File: src/rtl/ppe_rr_sched.sv
// Round-robin grant scheduler around a programmable priority encoder.
// Registers a one-hot grant and advances the pointer past each served requester.
module ppe #(
  parameter int W  = 16,
  parameter int LW = 4
) (
  input  logic [W-1:0]  req,
  input  logic [LW-1:0] p_enc,
  output logic [W-1:0]  gnt
);
  localparam logic [W-1:0] ONE = W'(1);
  logic [W-1:0] hi;
  always_comb begin
    hi = req & ({W{1'b1}} << p_enc);
    if (|hi) gnt = hi & (~hi + ONE);
    else     gnt = req & (~req + ONE);
  end
endmodule

module ppe_rr_sched #(
  parameter int SCH_WIDTH   = 16,
  parameter int SCH_LOG_W   = 4,
  parameter int SCH_TIMEOUT = 64
) (
  input  logic                 clk,
  input  logic                 rst_n,
  input  logic [SCH_WIDTH-1:0] Req,
  input  logic                 gnt_ack,
  input  logic                 ptr_load,
  input  logic [SCH_LOG_W-1:0] ptr_val,
  output logic [SCH_WIDTH-1:0] Gnt,
  output logic [SCH_LOG_W-1:0] Gnt_idx,
  output logic                 valid,
  output logic [SCH_LOG_W-1:0] ptr,
  output logic                 timeout_err
);
  localparam int TW = $clog2(SCH_TIMEOUT) + 1;
  localparam logic [TW-1:0] WD_LAST = TW'(SCH_TIMEOUT - 1);
  localparam logic [SCH_LOG_W-1:0] IONE = SCH_LOG_W'(1);

  typedef enum logic {IDLE, GRANT} state_t;
  state_t state, state_nx;

  logic [SCH_WIDTH-1:0] gnt_nx, arb_req, win;
  logic [SCH_LOG_W-1:0] idx_nx, ptr_nx, arb_ptr, win_idx;
  logic [TW-1:0]        wd, wd_nx;
  logic                 to_nx, arb_en;
  logic                 served, revoked, timed;

  ppe #(.W(SCH_WIDTH), .LW(SCH_LOG_W)) u_ppe (
    .req   (arb_req),
    .p_enc (arb_ptr),
    .gnt   (win)
  );

  always_comb begin
    win_idx = '0;
    for (int i = 0; i < SCH_WIDTH; i++)
      if (win[i]) win_idx = win_idx | SCH_LOG_W'(i);
  end

  assign served  = gnt_ack;
  assign revoked = !gnt_ack && !Req[Gnt_idx];
  assign timed   = !gnt_ack && Req[Gnt_idx] && (wd == WD_LAST);

  always_comb begin
    state_nx = state;
    gnt_nx   = Gnt;
    idx_nx   = Gnt_idx;
    ptr_nx   = ptr;
    wd_nx    = wd;
    to_nx    = 1'b0;
    arb_ptr  = ptr;
    arb_req  = Req;
    arb_en   = 1'b0;
    unique case (state)
      IDLE: arb_en = |Req;
      GRANT: begin
        if (served || revoked || timed) begin
          // departing requester is masked so it cannot win again at once
          to_nx   = timed;
          ptr_nx  = Gnt_idx + IONE;
          arb_ptr = Gnt_idx + IONE;
          arb_req = Req & ~Gnt;
          arb_en  = 1'b1;
        end else if (wd != {TW{1'b1}}) begin
          wd_nx = wd + TW'(1);
        end
      end
      default: state_nx = IDLE;
    endcase
    if (ptr_load) begin
      ptr_nx  = ptr_val;
      arb_ptr = ptr_val;
    end
    if (arb_en) begin
      if (|win) begin
        gnt_nx   = win;
        idx_nx   = win_idx;
        wd_nx    = '0;
        state_nx = GRANT;
      end else begin
        gnt_nx   = '0;
        idx_nx   = '0;
        state_nx = IDLE;
      end
    end
  end

  always_ff @(posedge clk or negedge rst_n) begin
    if (!rst_n) begin
      state       <= IDLE;
      Gnt         <= '0;
      Gnt_idx     <= '0;
      ptr         <= '0;
      wd          <= '0;
      timeout_err <= 1'b0;
    end else begin
      state       <= state_nx;
      Gnt         <= gnt_nx;
      Gnt_idx     <= idx_nx;
      ptr         <= ptr_nx;
      wd          <= wd_nx;
      timeout_err <= to_nx;
    end
  end

  assign valid = (state == GRANT);
endmodule

File: config.mk
export PLATFORM = sky130hd
export DESIGN_NAME = ppe_rr_sched
export DESIGN_NICKNAME = d
export VERILOG_FILES = /design/src/rtl/ppe_rr_sched.sv
export SDC_FILE = /design/constraint.sdc
export NUM_CORES = 1
export LEC_CHECK = 0
export BUFFER_PORTS_ARGS = -buffer_cell sky130_fd_sc_hd__buf_2
export CORE_MARGIN = 4
export CORE_UTILIZATION = 57
export CTS_CLUSTER_DIAMETER = 150
export DETAILED_ROUTE_END_ITERATION = 12
export PLACE_DENSITY_LB_ADDON = 0.05
export SLEW_MARGIN = 25
export SYNTH_ARGS = -nofsm -noshare
export SYNTH_HDL_FRONTEND = slang
export SYNTH_SLANG_ARGS = --single-unit
File: constraint.sdc
create_clock -name clk -period 5.18 [get_ports clk]
set_clock_uncertainty 0.15 [all_clocks]
set_input_delay 0.777 -clock clk [delete_from_list [all_inputs] [get_ports clk]]
set_output_delay 0.777 -clock clk [all_outputs]
set_load 0.03 [all_outputs]
* Yosys cells after proc, flatten, opt, wreduce, memory -nomap -nowiden
Cells that the tools add are included.
** Storage, ports and cells
- Register bits after elaboration :: 33
- Output and inout port bits :: 26
- Logic and storage cells :: 67
** Cells by class
- Add/subtract/negate cells :: 4
- Magnitude comparators :: 1
- Equal/unequal tests :: 2
- Shifts and indexed selects :: 1
- Multiplexer cells :: 35
- Bitwise operators :: 8
- Reductions and logical operators :: 10
** Operators by type and width (number)
- $and A16 B16 Y16 :: 4
- $mux W16 :: 4
- $mux W4 :: 12
- $not A16 Y16 :: 3
- $reduce_or A16 Y1 :: 3
- $mux W7 :: 5
- $add A16 B1 Y16 const B :: 2
- $shl A16 B4 Y16 const A :: 1
- $mux W3 :: 4
- $add A7 B1 Y7 const B :: 1
- $eq A7 B6 Y1 const B :: 1
- $ne A7 B7 Y1 const B :: 1
- $mux W1 :: 6
- $lt A4 B5 Y1 const B :: 1
- $add A4 B1 Y4 const B :: 1
- $bmux W1 S4 :: 1
- $mux W2 :: 2
- $logic_and A1 B1 Y1 :: 3
- $logic_not A1 Y1 :: 2
- $logic_or A1 B1 Y1 :: 2
- $pmux W1 S2 :: 1
- $not A1 Y1 :: 1

* Depth between registers and ports, before layout
Gate-level depths: netlist of the first run.
- Depth in word-level cells :: 31
- Mapped depth :: 16

* Hierarchy
A second synthesis of the first run with hierarchy kept.
** Unflattened totals
- Cell total of the unflattened synthesis :: 270
- Area total of the unflattened synthesis :: 2488.6 um^2
** By module, submodules not included
- ppe_rr_sched :: times used 1, cells an instance 171, area an instance 1849.3 um^2, sequential area each 825.8 um^2
- ppe :: times used 1, cells an instance 99, area an instance 639.4 um^2, sequential area each 0.0 um^2

* Worst setup path after synthesis of the first run
OpenSTA, ideal clock, no wires.
- Kind :: input -> register
- Start :: input port Req[13]
- End :: register state, in the netlist valid
- Library setup time :: 131 ps
- Arrival time :: 4234 ps
- Path slack :: 665 ps
- Stages on the path :: 14
- Buffers on the path :: 2
- Path through :: mux2i_1 -> a221o_1 -> or3_4 -> a32o_2 -> nor2_4 -> inv_2 -> a2111o_1 -> o211a_2 -> and4b_1 -> buf_2 -> a32o_1 -> or4_1 -> buf_2 -> or3_1
** Between the ends
- Longest elaborated chain between the ends :: 17
** RTL lines
- start, declared :: line 27 : input logic [SCH_WIDTH-1:0] Req,
- $bmux W1 S4 * :: line 63, 64
- $mux W1 (not written as such) * :: line 63, 64
- $logic_not A1 Y1 :: line 63 : assign revoked = !gnt_ack && !Req[Gnt_idx];
- $logic_and A1 B1 Y1 :: line 63
- $logic_or A1 B1 Y1 :: line 79 : if (served || revoked || timed) begin
- $logic_or A1 B1 Y1 * :: line 79
- $mux W4 *
- $mux W4 * :: line 76 : unique case (state)
- (+1 left out)
- named net arb_ptr[1] :: line 45 : logic [SCH_LOG_W-1:0] idx_nx, ptr_nx, arb_ptr, win_idx;
- $shl A16 B4 Y16 * :: line 14 : hi = req & ({W{1'b1}} << p_enc);
- $and A16 B16 Y16 * :: line 14
- $not A16 Y16 :: line 15 : if (|hi) gnt = hi & (~hi + ONE);
- $add A16 B1 Y16 :: line 15
- $and A16 B16 Y16 :: line 15
- $mux W16 * :: line 15
- $reduce_or A16 Y1 * :: line 97 : if (|win) begin
- $mux W1 * :: line 97
- end signal, assigned :: line 119 : state <= state_nx;
- end, declared :: line 42 : state_t state, state_nx;
Mark *: on every way through the listed nets, which the timed path passes. The rest lies on a longest branch. The select of a mux whose other input is x is not followed.
A chain may end at the register's enable or synchronous reset.

* Worst setup path in the final report of the first run
- Start :: register Gnt_idx[0]
- End :: register wd[0]
** Between the ends
- Longest elaborated chain between the ends :: 18
** RTL lines
- start, declared :: line 32 : output logic [SCH_LOG_W-1:0] Gnt_idx,
- start signal, assigned :: line 121 : Gnt_idx <= idx_nx;
- $bmux W1 S4 :: line 63, 64
- $mux W1 (not written as such) :: line 63, 64
- $logic_not A1 Y1 :: line 63
- $logic_and A1 B1 Y1 :: line 63
- $logic_or A1 B1 Y1 (2 in series) :: line 79
- $mux W4
- $mux W4 :: line 76
- $mux W4
- (+2 left out)
- $not A16 Y16 :: line 15
- $add A16 B1 Y16 :: line 15
- $and A16 B16 Y16 :: line 15
- $mux W16 :: line 15
- $reduce_or A16 Y1 :: line 97
- $mux W7 :: line 97
- $mux W7 * :: line 96 : if (arb_en) begin
- named net wd_nx[0] :: line 46 : logic [TW-1:0] wd, wd_nx;
- end signal, assigned :: line 123 : wd <= wd_nx;
- end, declared :: line 46
Marks and branches as above.

==> results of run 1 <==
==> synthesized netlist by cell type, types with 3 or more instances <==
master                     number
sky130_fd_sc_hd__a211oi_1       3
sky130_fd_sc_hd__a21boi_0       7
sky130_fd_sc_hd__a21oi_1       14
sky130_fd_sc_hd__a311oi_1       3
sky130_fd_sc_hd__a31oi_1       13
sky130_fd_sc_hd__a32oi_1        3
sky130_fd_sc_hd__and2_1         4
sky130_fd_sc_hd__and3_1         3
sky130_fd_sc_hd__buf_2          4
sky130_fd_sc_hd__clkbuf_1       9
sky130_fd_sc_hd__dfrtp_1       33
sky130_fd_sc_hd__inv_1         15
sky130_fd_sc_hd__inv_2          3
sky130_fd_sc_hd__mux2_2         3
sky130_fd_sc_hd__mux2i_1        3
sky130_fd_sc_hd__nand2_1       60
sky130_fd_sc_hd__nand2b_1       8
sky130_fd_sc_hd__nand3_1       16
sky130_fd_sc_hd__nand4_1       11
sky130_fd_sc_hd__nor2_1        24
sky130_fd_sc_hd__nor2b_1        3
sky130_fd_sc_hd__nor3_1         7
sky130_fd_sc_hd__nor3_2         3
sky130_fd_sc_hd__nor3b_1        4
sky130_fd_sc_hd__nor4_1         8
sky130_fd_sc_hd__o211ai_1       3
sky130_fd_sc_hd__o21ai_0       14
sky130_fd_sc_hd__o22ai_1        4
sky130_fd_sc_hd__o31a_1         5
sky130_fd_sc_hd__o31ai_1       19
sky130_fd_sc_hd__or3_1          4
sky130_fd_sc_hd__xnor2_1        5
==> worst max-delay path: stages (launching register included) <==
cell                       delay (ns)
sky130_fd_sc_hd__dfrtp_1         0.69
sky130_fd_sc_hd__mux2_1          0.45
sky130_fd_sc_hd__o221ai_2        0.27
sky130_fd_sc_hd__nor3_2          0.08
sky130_fd_sc_hd__buf_4           0.22
sky130_fd_sc_hd__o41ai_2         0.69
sky130_fd_sc_hd__nor2_4          0.08
sky130_fd_sc_hd__buf_4           0.19
sky130_fd_sc_hd__o311ai_0        0.51
sky130_fd_sc_hd__nand3_1         0.17
sky130_fd_sc_hd__nand4b_1        0.29
sky130_fd_sc_hd__o41ai_1         0.37
sky130_fd_sc_hd__buf_4           0.21
sky130_fd_sc_hd__or4_1           0.15
sky130_fd_sc_hd__buf_4           0.15
sky130_fd_sc_hd__o31ai_1         0.07
==> cell families after synthesis <==
group                    after synthesis
AND/OR/NAND/NOR                      164
multiplexers                           8
flip-flops                            33
XOR/XNOR                               7
adder cells (fa/ha/maj)                2
AO/OA/AOI/OAI                        121
buffers and inverters                 33
==> routing by layer <==
metal / vias up / track usage (%) / part of all wire, %
met5: - / 0 / 0
li1: 1575 / - / -
met4: 0 / 14.9 / 5.2
met2: 360 / 59.9 / 44
met1: 1679 / 49.0 / 38
met3: 93 / 7.82 / 13
==> state kept, by name (all words and copies together), names as in the netlist <==
register,count
Gnt,16
Gnt_idx,4
ptr,4
timeout_err,1
valid,1
wd,7
==> area by class of cell <==
class / instances / area, um2
multi-input combinational: 302 / 1930
fill: 382 / 1250
sequential: 33 / 826
timing repair buffer: 88 / 546
clock buffer: 7 / 86.3
tap: 67 / 83.8
inverter: 18 / 67.6
clock inverter: 1 / 30.0
==> cells in the final DEF, fill, tap and decap left out, types with 4 or more instances in the layout <==
cell	n
sky130_fd_sc_hd__nor4_1	8
sky130_fd_sc_hd__buf_4	38
sky130_fd_sc_hd__or3_1	4
sky130_fd_sc_hd__nor2_1	24
sky130_fd_sc_hd__nand2_1	60
sky130_fd_sc_hd__dfrtp_1	33
sky130_fd_sc_hd__and2_1	4
sky130_fd_sc_hd__a21boi_0	7
sky130_fd_sc_hd__clkbuf_8	6
sky130_fd_sc_hd__o31a_1	5
sky130_fd_sc_hd__inv_1	15
sky130_fd_sc_hd__o22ai_1	4
sky130_fd_sc_hd__nand4_1	11
sky130_fd_sc_hd__xnor2_1	5
sky130_fd_sc_hd__nand3_1	16
sky130_fd_sc_hd__o21ai_0	14
sky130_fd_sc_hd__a21oi_1	14
sky130_fd_sc_hd__nor3_1	7
sky130_fd_sc_hd__buf_2	49
sky130_fd_sc_hd__nand2b_1	8
sky130_fd_sc_hd__nor3b_1	4
sky130_fd_sc_hd__o31ai_1	19
sky130_fd_sc_hd__a31oi_1	13
==> path summary, 6_finish.rpt <==
| path | start | endpoint | slack, ns | depth (start not counted) |
|---|---|---|---|---|
| hold / removal | Gnt[1]$_DFFE_PN0N_ | Gnt[1]$_DFFE_PN0N_ | 0.36 | 2 |
| max in group asynchronous | rst_n | Gnt[8]$_DFFE_PN0N_ | 3.96 | 1 |
| min in group asynchronous | rst_n | Gnt[12]$_DFFE_PN0N_ | 0.41 | 1 |
| setup / recovery | Gnt_idx[0]$_DFFE_PN0N_ | wd[0]$_DFF_PN0_ | 0.30 | 15 |
| hold reg to reg | Gnt[1]$_DFFE_PN0N_ | Gnt[1]$_DFFE_PN0N_ | 0.36 | 2 |
| setup reg to reg | Gnt_idx[0]$_DFFE_PN0N_ | wd[0]$_DFF_PN0_ | 0.30 | 15 |
==> power by group <==
part,total [mW],internal [mW],switching (mW)
clock network,0.260,0.157,0.103
logic,1.41,0.475,0.935
registers,0.430,0.333,0.0966
==> results, run 1 <==
- The total die area is 0.00624 mm2.
- In the final routed layout, each cell accounts on average for 22.3 um.
- The endpoint required time on the critical path is 5.20 ns.
- Power spread over the standard cell area amounts to 589 mW/mm2.
- After clock tree synthesis, the clock-pin slew on the worst setup and hold paths is 0.07 ns.
- The post-layout minimum cycle time is 4.88 ns.
- At the end of routability-driven placement, the weighted congestion stood at 1.02.
- The count of unresolved DRC violations after routing is 0.
- Final hold analysis gives a worst-case slack of 0.359 ns.
- The core area is 0.00482 mm2.
- The post-synthesis xor/xnor area fraction is 2.13%.
- Setup violations remaining at the end of the flow were counted as 0.
- The max-cap violation count is 0.
- The first-pass GRT wire length is 18.0 mm.
- The sum of routed wire length over all layers is 11.5 mm.
- The number of cells in the finished layout apart from fillers is 516.
- The adder and majority cell fraction of the synthesized area is 0.871%.
- The path type of the worst min-delay path is register to register.
- The async set-or-reset flop fraction in the synthesized netlist is 100%.
- The final number of hold-violating endpoints is 0.
- Clock latency on the worst-skew pair, taken at its later pin, is 0.29 ns.
- The synthesis warning total is 0.
- The die extent in y is 79.0 um.
- Timing analysis after detailed placement gives a worst setup slack of 0.412 ns.
- After synthesis, flip-flops and latches occupy 28.7% of the total area.
- The final standard cell utilization of the core is 74.0%.
- Yosys mapped a number of flops with a built-in enable equal to 0.
- The overall power after layout is 2.10 mW.
- Summing the areas of all compound-gate instances in the mapped netlist gives 31.5% of the synthesized area.
- The mean post-synth cell area is 7.81 um2.
- Derived from the worst setup path, the maximum achievable clock frequency is 205 MHz.
- The area growth from synthesis to layout is 24.1%.
- The main combinational cell family by area after synthesis is compound AO/OA/AOI/OAI gates.
- The maximum buffer depth of the clock tree is 2.
- The synthesized netlist devotes 28.9% of its cell area to simple gates.
- The residual antenna-violating net count after detailed routing is 0.
- The number of placement rows is 25.
- In this run, post-CTS repair resized a total of 0 instances.
- The synthesis-stage register bit count is 33.
- The maximum number of pins on one net before global-route repair is 34.
- Pin placement for this block handled 50 I/O pins.
- Ranked by total cell area, the synthesized netlist is headed by sky130_fd_sc_hd__dfrtp_1 29%, sky130_fd_sc_hd__nand2_1 7.8%, sky130_fd_sc_hd__o31ai_1 5.0%.
- Counting every net in the synthesized netlist gives 394.
- The share of the cycle needed by the critical path after routing is 94.2%.
- Counting every sink on the clock net gives 33.
- The initial antenna violation count is 0.
- The multiplexer share of the synthesized area is 3.00%.
- Summed over all layers, the global routing overflow is 0.
- The final count of pins violating max slew was 0.
- The worst slew margin relative to its limit is 46.5%.
- The pre-antenna-repair detailed-routing pass consisted of 8 iterations.
- The final layout contains 474 nets.
- TritonCTS built the clock tree.
- After routing the design area is 0.00357 mm2.
- The number of post-CTS setup repair buffers is 0.
- The kind of end point of the critical path is a register.
- The hold buffer count at CTS is 0.
- Synthesis produced 368 cells.
- The cell type contributing the most total cell area after synthesis is sky130_fd_sc_hd__dfrtp_1.
- The static leakage is 1.56 nW.
- The fraction of final layout cells with drive strength greater than 1 is 26.5%.
- The CTS buffer count is 5.
- The total routing usage reported by global routing is 37.3%.
- The via count of the first global-routing pass came to 3508.
- Once placement finished, the instance area stood at 0.00343 mm2.
- The die is 79.0 um wide.
- Port buffering added 49 buffers.
- The number of different library cells used by synthesis comes to 72.
- The most common flop cell mapped by yosys is sky130_fd_sc_hd__dfrtp_1.
- Dividing the detail-routed via count by the number of cells gives 7.18.
- The maximum fanout count along the critical path is 16.
- The number of placed instances, taps included, is 507.
- Summing every instance area after synthesis gives 0.00287 mm2.
- The starting DRC count in detailed routing is 628.
- The worst path meets setup with 0.302 ns of slack.
- The clock root buffer master is sky130_fd_sc_hd__clkbuf_8.
- The number of antenna diodes in the final layout is 0.
- The worst-case vdd ir drop is 0.332 mV.
- The initial utilization of the core area, before any placement, comes to 59.7%.
- At the worst endpoint, the arrival time is 4.89 ns.
- The run finished with clean final reports.
- The depth of the CTS H-tree is 2.
- Summed over all failing endpoints, the final setup total negative slack is 0 ns.
- Once detailed placement completed, the half-perimeter wirelength came to 8.73 mm.
- The worst setup path is launched from a register.
- At the pin with the least slew margin, the transition time is 0.796 ns.
- Setup repair after global routing left no endpoint under its margin.
- The total via count after detailed routing is 3707.
- The proportion of netlist area held by the largest area contributor is 28.7%.
- The critical path start-end classification is register to register.
Note: power is estimated with default switching activity, not from simulation.
==> inputs of run 2 (changes only) <==
- CELL_PAD_IN_SITES_DETAIL_PLACEMENT: unset -> 1
- CELL_PAD_IN_SITES_GLOBAL_PLACEMENT: unset -> 2
- CORE_UTILIZATION: 57 -> 33
==> run 2 against run 1 <==
Against the previous run:
- die area is 64% higher
- critical path type unchanged
- largest power group unchanged
- routed wire length is 13% higher
- cell area is 3.6% higher
- critical path depth is 4 lower
- fmax is 1.6% lower
- largest cell class unchanged
==> results, run 2 (synthesized netlist as in run 1, its figures left out) <==
- The flow ran to the end, and the final reports show no timing, DRC or antenna violations.
- The first-pass GRT wire length is 20.4 mm (+14%).
- The number of cells after detailed placement came to 556 (+9.7%).
- The horizontal die dimension is 101 um (+28%).
- The final number of hold-violating endpoints came to 0 (unchanged).
- The power density of the placed cells came to 587 mW/mm2 (-0.39%).
- The final RePlAce weighted congestion is 0.939 (-8.2%).
- Leaving out fill and tap cells, the most frequent cell in the layout is sky130_fd_sc_hd__nand2_1.
- The number of post-CTS setup repair buffers is 0 (unchanged).
- The number of gates resized after CTS is 0 (unchanged).
- The static leakage came to 1.61 nW (+3.2%).
- The startpoint class of the critical path is a register.
- The actual transition at the worst max-transition pin was 0.859 ns (+0.0635 ns).
- The count of fill cells added during filler insertion is 1058 (+180%).
- The kind of end point of the critical path is a register.
- In this run the clock root is driven by a sky130_fd_sc_hd__clkbuf_8.
- The total negative slack for setup checks is 0 ns (unchanged).
- The path type of the worst min-delay path is register to register.
- The number of placed I/O pins was 50 (unchanged).
- The starting DRC count in detailed routing came to 295 (-53%).
- TritonCTS built the clock tree.
- The total die area came to 0.0103 mm2 (+64%).
- Setup repair after global routing left no endpoint under its margin.
- The sum of routed wire length over all layers is 13.0 mm (+13%).
- The clock latency reported for the late side of the worst-skew pair was 0.30 ns (about the same).
- The via count of the first global-routing pass is 3565 (+1.6%).
- The number of flip-flops in the largest register was 16 (unchanged).
- The endpoint required time on the critical path is 5.21 ns (about the same).
- The fmax is 202 MHz (-1.6%).
- The total via count after detailed routing is 3501 (-5.6%).
- The total congestion overflow after global routing came to 0 (unchanged).
- The depth of the CTS H-tree is 2 (unchanged).
- The total routing usage reported by global routing is 26.1% (-11 points).
- In the final layout, the registers with the most flip-flops are Gnt x16, wd x7.
- The post-layout minimum cycle time is 4.96 ns (+0.0791 ns).
- The CTS buffer count is 5 (unchanged).
- Ranked by flip-flop count, first place goes to Gnt.
- The final count of pins violating max slew is 0 (unchanged).
- The hold buffer count at CTS was 0 (unchanged).
- The arrival time at the worst endpoint is 4.99 ns (+0.10 ns).
- The delay of the slowest cell on the worst path is 0.72 ns (+0.03 ns).
- The clock-pin slew of the registers on the worst-case setup and hold paths came to 0.08 ns (about the same).
- The post-DP HPWL came to 10.3 mm (+18%).
- The initial antenna violation count is 0 (unchanged).
- The number of I/O port buffers was 49 (unchanged).
- The number of sinks on the clock net came to 33 (unchanged).
- The via density per instance is 6.21 (-14%).
- The maximum number of pins on one net before global-route repair is 34 (unchanged).
- The number of placement rows is 33 (+32%).
- The per-cell routed wire length was 23.0 um (+3.0%).
- The initial core utilization is 34.5% (-25 points).
- The core area is 0.00834 mm2 (+73%).
- The share of the cycle needed by the critical path after routing was 95.7% (+1.5 points).
- The number of nets in the final layout is 484 (+2.1%).
- The maximum fanout count along the critical path came to 12 (-4).
- The worst slew margin relative to its limit is 42.7% (-3.8 points).
- The max-cap violation count is 0 (unchanged).
- Compared with the post-synthesis result, the final layout area differs by 28.5%.
- The die extent in y is 101 um (+28%).
- In the layout the commonest cells are 60 x sky130_fd_sc_hd__nand2_1, 49 x sky130_fd_sc_hd__buf_2, 48 x sky130_fd_sc_hd__buf_4, 33 x sky130_fd_sc_hd__dfrtp_1, 24 x sky130_fd_sc_hd__nor2_1.
- The fraction of final layout cells with drive strength greater than 1 is 28.1% (+1.6 points).
- The number of search-and-repair iterations in the first detailed-routing pass came to 5 (-3).
- The number of cells in the finished layout apart from fillers is 564 (+9.3%).
- The count of unresolved DRC violations after routing was 0 (unchanged).
- The worst-case vdd ir drop was 0.183 mV (-45%).
- The post-route worst hold slack is 0.368 ns (+0.00976 ns).
- The maximum buffer depth of the clock tree is 2 (unchanged).
- The signal on the critical path passes through mux2_2 -> o22ai_1 -> o31ai_2 -> o21ai_0 -> and2_1 -> inv_2 -> o311a_1 -> and4b_1 -> a32o_1 -> or4_1 -> or3_1.
- The slowest stage cell on the critical path is sky130_fd_sc_hd__dfrtp_1.
- The residual antenna-violating net count after detailed routing is 0 (unchanged).
- The setup path with the least slack is of type register to register.
- The number of diodes is 0 (unchanged).
- The final setup violation count was 0 (unchanged).
[run 2: final timing paths]
kind | end | slack [ns] | start | depth (start not counted)
worst max-delay path | valid$_DFFE_PN0N_ | 0.22 | Gnt_idx[0]$_DFFE_PN0N_ | 11
worst min-delay path | Gnt[1]$_DFFE_PN0N_ | 0.37 | Gnt[1]$_DFFE_PN0N_ | 2
worst max register to register | valid$_DFFE_PN0N_ | 0.22 | Gnt_idx[0]$_DFFE_PN0N_ | 11
worst min register to register | Gnt[1]$_DFFE_PN0N_ | 0.37 | Gnt[1]$_DFFE_PN0N_ | 2
max in group asynchronous | wd[5]$_DFF_PN0_ | 3.91 | rst_n | 1
min in group asynchronous | Gnt[13]$_DFFE_PN0N_ | 0.41 | rst_n | 1
[run 2: per-layer routing]
layer / vias to the layer above / wire length (um) / track usage, %
li1: 1602 / - / -
met1: 1699 / 5980 / 36.6
met2: 165 / 5630 / 40.5
met3: 35 / 864 / 3.99
met4: 0 / 503 / 9.30
met5: - / 0 / 0
[run 2: area by class of cell]
cell class,count,area (um2),area share (%)
clock buffers,7,86.3,2.34
clock inverters,1,30.0,0.813
multi-input cells,302,1930,52.2
flip-flops and latches,33,826,22.4
inverters,18,67.6,1.83
well taps,105,131,3.56
repair buffers,98,626,16.9
[run 2: metrics by stage]
step / util [%] / power [mW] / area (um2) / worst slack [ns]
detailed placement: 42.9 / 1.87 / 3580 / 0.241
CTS: 44.3 / 2.15 / 3690 / 0.304
global route: 44.3 / 2.31 / 3690 / 0.0219
floorplan: - / 1.28 / 2870 / 0.665
finish: 44.3 / 2.17 / 3690 / 0.223
global placement: 42.9 / 1.86 / 3580 / 0.285
[run 2: worst max-delay path: cells and delay by family, from the launching register on]
kind	cells	cell delay, ns
AOI/OAI and AO/OA	5	1.74
buffers and inverters	1	0.10
DFF	1	0.72
muxes	1	0.40
and+or+nand+nor	4	1.73
[run 2: power breakdown]
group / switching [mW] / total, mW / internal, mW
sequential: 0.118 / 0.450 / 0.332
combinational: 0.930 / 1.44 / 0.515
clock: 0.115 / 0.272 / 0.157
==> inputs of run 3 (changes only) <==
- RECOVER_POWER: unset -> 25
==> run 3 against run 2 <==
Against the previous run:
- the run now ends with max-capacitance violations, max-slew violations left
- core utilization about the same
- clock-buffer cell count is the same
- critical path depth unchanged
- worst setup slack got worse by 0.0030 ns
- largest power group unchanged
==> results, run 3 (synthesized netlist as in run 1, its figures left out) <==
- The flow ran to the end, but the final reports show violations.
- The checks that failed: max-capacitance violations, max-slew violations.
- The library cell used most frequently in the layout, excluding fill and tap cells, is sky130_fd_sc_hd__nand2_1.
- The net switching component of the power is 1.16 mW (about the same).
- The slack of the critical path came to 0.220 ns (-0.00299 ns).
- The hold buffer count at CTS was 0 (unchanged).
- The worst slew margin relative to its limit came to -33.0% (-76 points).
- The final setup violation count is 0 (unchanged).
- The depth of the CTS H-tree was 2 (unchanged).
- Setup repair after global routing left no endpoint under its margin.
- The worst-case setup slack after placement came to 0.241 ns (unchanged).
- The core area was 0.00834 mm2 (unchanged).
- The total congestion overflow after global routing is 0 (unchanged).
- The kind of end point of the critical path is a register.
- The startpoint class of the critical path is a register.
- The tightest min-delay check is of the register to register type.
- The arrival time at the worst endpoint was 4.99 ns (about the same).
- The post-route worst hold slack is 0.368 ns (unchanged).
- The number of placed I/O pins is 50 (unchanged).
- The final RePlAce weighted congestion is 0.939 (unchanged).
- The total routing usage reported by global routing is 26.1% (unchanged).
- The maximum number of pins on one net before global-route repair is 34 (unchanged).
- The number of gates resized after CTS is 0 (unchanged).
- The endpoint required time on the critical path is 5.21 ns (about the same).
- The final number of hold-violating endpoints is 0 (unchanged).
- The total via count after detailed routing came to 3501 (unchanged).
- The total die area was 0.0103 mm2 (unchanged).
- The number of search-and-repair iterations in the first detailed-routing pass is 5 (unchanged).
- The horizontal die dimension is 101 um (unchanged).
- The area growth from synthesis to layout is 28.5% (about the same).
- The final count of pins violating max slew is 34 (+34).
- The switching share of total power is 53.7% (about the same).
- The static leakage is 1.61 nW (-0.17%).
- The starting DRC count in detailed routing is 295 (unchanged).
- The actual transition at the worst max-transition pin is 2.00 ns (+1.14 ns).
- The number of sinks on the clock net is 33 (unchanged).
- The post-DP HPWL is 10.3 mm (unchanged).
- The power density of the placed cells is 587 mW/mm2 (about the same).
- In the final layout, the registers with the most flip-flops are Gnt x16, wd x7.
- The share of the cycle needed by the critical path after routing is 95.8% (about the same).
- The worst-case vdd ir drop is 0.183 mV (about the same).
- The initial core utilization is 34.5% (unchanged).
- The total negative slack for setup checks was 0 ns (unchanged).
- The top cell types in the final layout, fill and taps aside, are 60 x sky130_fd_sc_hd__nand2_1, 48 x sky130_fd_sc_hd__buf_2, 48 x sky130_fd_sc_hd__buf_4, 33 x sky130_fd_sc_hd__dfrtp_1, 24 x sky130_fd_sc_hd__nor2_1.
- The die extent in y is 101 um (unchanged).
- The number of nets in the final layout was 484 (unchanged).
- The maximum buffer depth of the clock tree is 2 (unchanged).
- The initial antenna violation count is 0 (unchanged).
- The clock-pin slew of the registers on the worst-case setup and hold paths was 0.08 ns (about the same).
- The register with the highest flop count is Gnt.
- The clock latency reported for the late side of the worst-skew pair is 0.30 ns (about the same).
- TritonCTS built the clock tree.
- The number of placement rows is 33 (unchanged).
- The via density per instance came to 6.21 (unchanged).
- The fraction of final layout cells with drive strength greater than 1 is 27.9% (-0.22 points).
- The first-pass GRT wire length was 20.4 mm (unchanged).
- The critical path start-end classification is register to register.
- The max-cap violation count came to 1 (+1).
- The CTS buffer count is 5 (unchanged).
- Clock tree synthesis selected as its root buffer the cell sky130_fd_sc_hd__clkbuf_8.
- The sum of routed wire length over all layers was 13.0 mm (about the same).
- The number of flip-flops in the largest register is 16 (unchanged).
- The internal portion of total power is 1.00 mW (about the same).
- The count of fill cells added during filler insertion is 1059 (+0.095%).
- The count of unresolved DRC violations after routing is 0 (unchanged).
- The fmax is 202 MHz (about the same).
- The via count of the first global-routing pass is 3565 (unchanged).
- The logic gate share of total power is 66.7% (about the same).
- The portion of total power attributed to the clock network is 12.6% (about the same).
- The post-layout minimum cycle time is 4.96 ns (+0.00299 ns).
- The number of post-CTS setup repair buffers is 0 (unchanged).
- The fraction of power consumed by sequential logic is 20.8% (about the same).
- The number of I/O port buffers is 49 (unchanged).
- The residual antenna-violating net count after detailed routing is 0 (unchanged).
- The number of diodes came to 0 (unchanged).
- The maximum fanout count along the critical path is 12 (unchanged).
- The per-cell routed wire length is 23.0 um (about the same).
[run 3: power by group through the flow]
stage               Clock, mW  Sequential [mW]  Combinational (mW)
floorplan                   0            0.528               0.751
global placement            0            0.450                1.41
detailed placement          0            0.454                1.41
CTS                     0.279            0.449                1.42
global route            0.293            0.464                1.55
finish                  0.272            0.450                1.44
[run 3: worst max-delay path, cell delays in order, from the launching register on]
cell                      delay [ns]
sky130_fd_sc_hd__dfrtp_1        0.72
sky130_fd_sc_hd__mux2_2         0.40
sky130_fd_sc_hd__o22ai_1        0.43
sky130_fd_sc_hd__o31ai_2        0.21
sky130_fd_sc_hd__o21ai_0        0.41
sky130_fd_sc_hd__and2_1         0.39
sky130_fd_sc_hd__inv_2          0.10
sky130_fd_sc_hd__o311a_1        0.41
sky130_fd_sc_hd__and4b_1        0.22
sky130_fd_sc_hd__a32o_1         0.28
sky130_fd_sc_hd__or4_1          0.70
sky130_fd_sc_hd__or3_1          0.42
[run 3: worst paths after layout]
path                                             start             endpoint  slack [ns]  cells past startpoint
worst min register to register      Gnt[1]$_DFFE_PN0N_   Gnt[1]$_DFFE_PN0N_        0.37                      2
min in group asynchronous                        rst_n  Gnt[13]$_DFFE_PN0N_        0.87                      1
worst max-delay path            Gnt_idx[0]$_DFFE_PN0N_    valid$_DFFE_PN0N_        0.22                     11
worst min-delay path                Gnt[1]$_DFFE_PN0N_   Gnt[1]$_DFFE_PN0N_        0.37                      2
max in group asynchronous                        rst_n      wd[5]$_DFF_PN0_        2.83                      1
worst max register to register  Gnt_idx[0]$_DFFE_PN0N_    valid$_DFFE_PN0N_        0.22                     11
[run 3: per-stage QoR]
step | power (mW) | util (%) | area, um2 | cells
after floorplan | 1.28 | - | 2870 | 368
after global placement | 1.86 | 42.9 | 3580 | 556
after detailed placement | 1.87 | 42.9 | 3580 | 556
after CTS | 2.15 | 44.3 | 3690 | 564
after global routing | 2.31 | 44.3 | 3690 | 564
final | 2.17 | 44.3 | 3690 | 564
[run 3: area by class of cell]
class / count / area, um2 / area share (%)
multi-input cells: 302 / 1930 / 52.2
clock buffers: 7 / 86.3 / 2.34
inverters: 18 / 67.6 / 1.83
well taps: 105 / 131 / 3.56
repair buffers: 98 / 624 / 16.9
clock inverters: 1 / 30.0 / 0.813
flip-flops and latches: 33 / 826 / 22.4
[run 3: metal layers]
layer	global-route usage, %	share of wire, %	up-vias
li1	-	-	1602
met1	36.6	46	1698
met2	40.5	43	166
met5	0	0	-
met4	9.30	3.9	0
met3	3.99	6.6	35
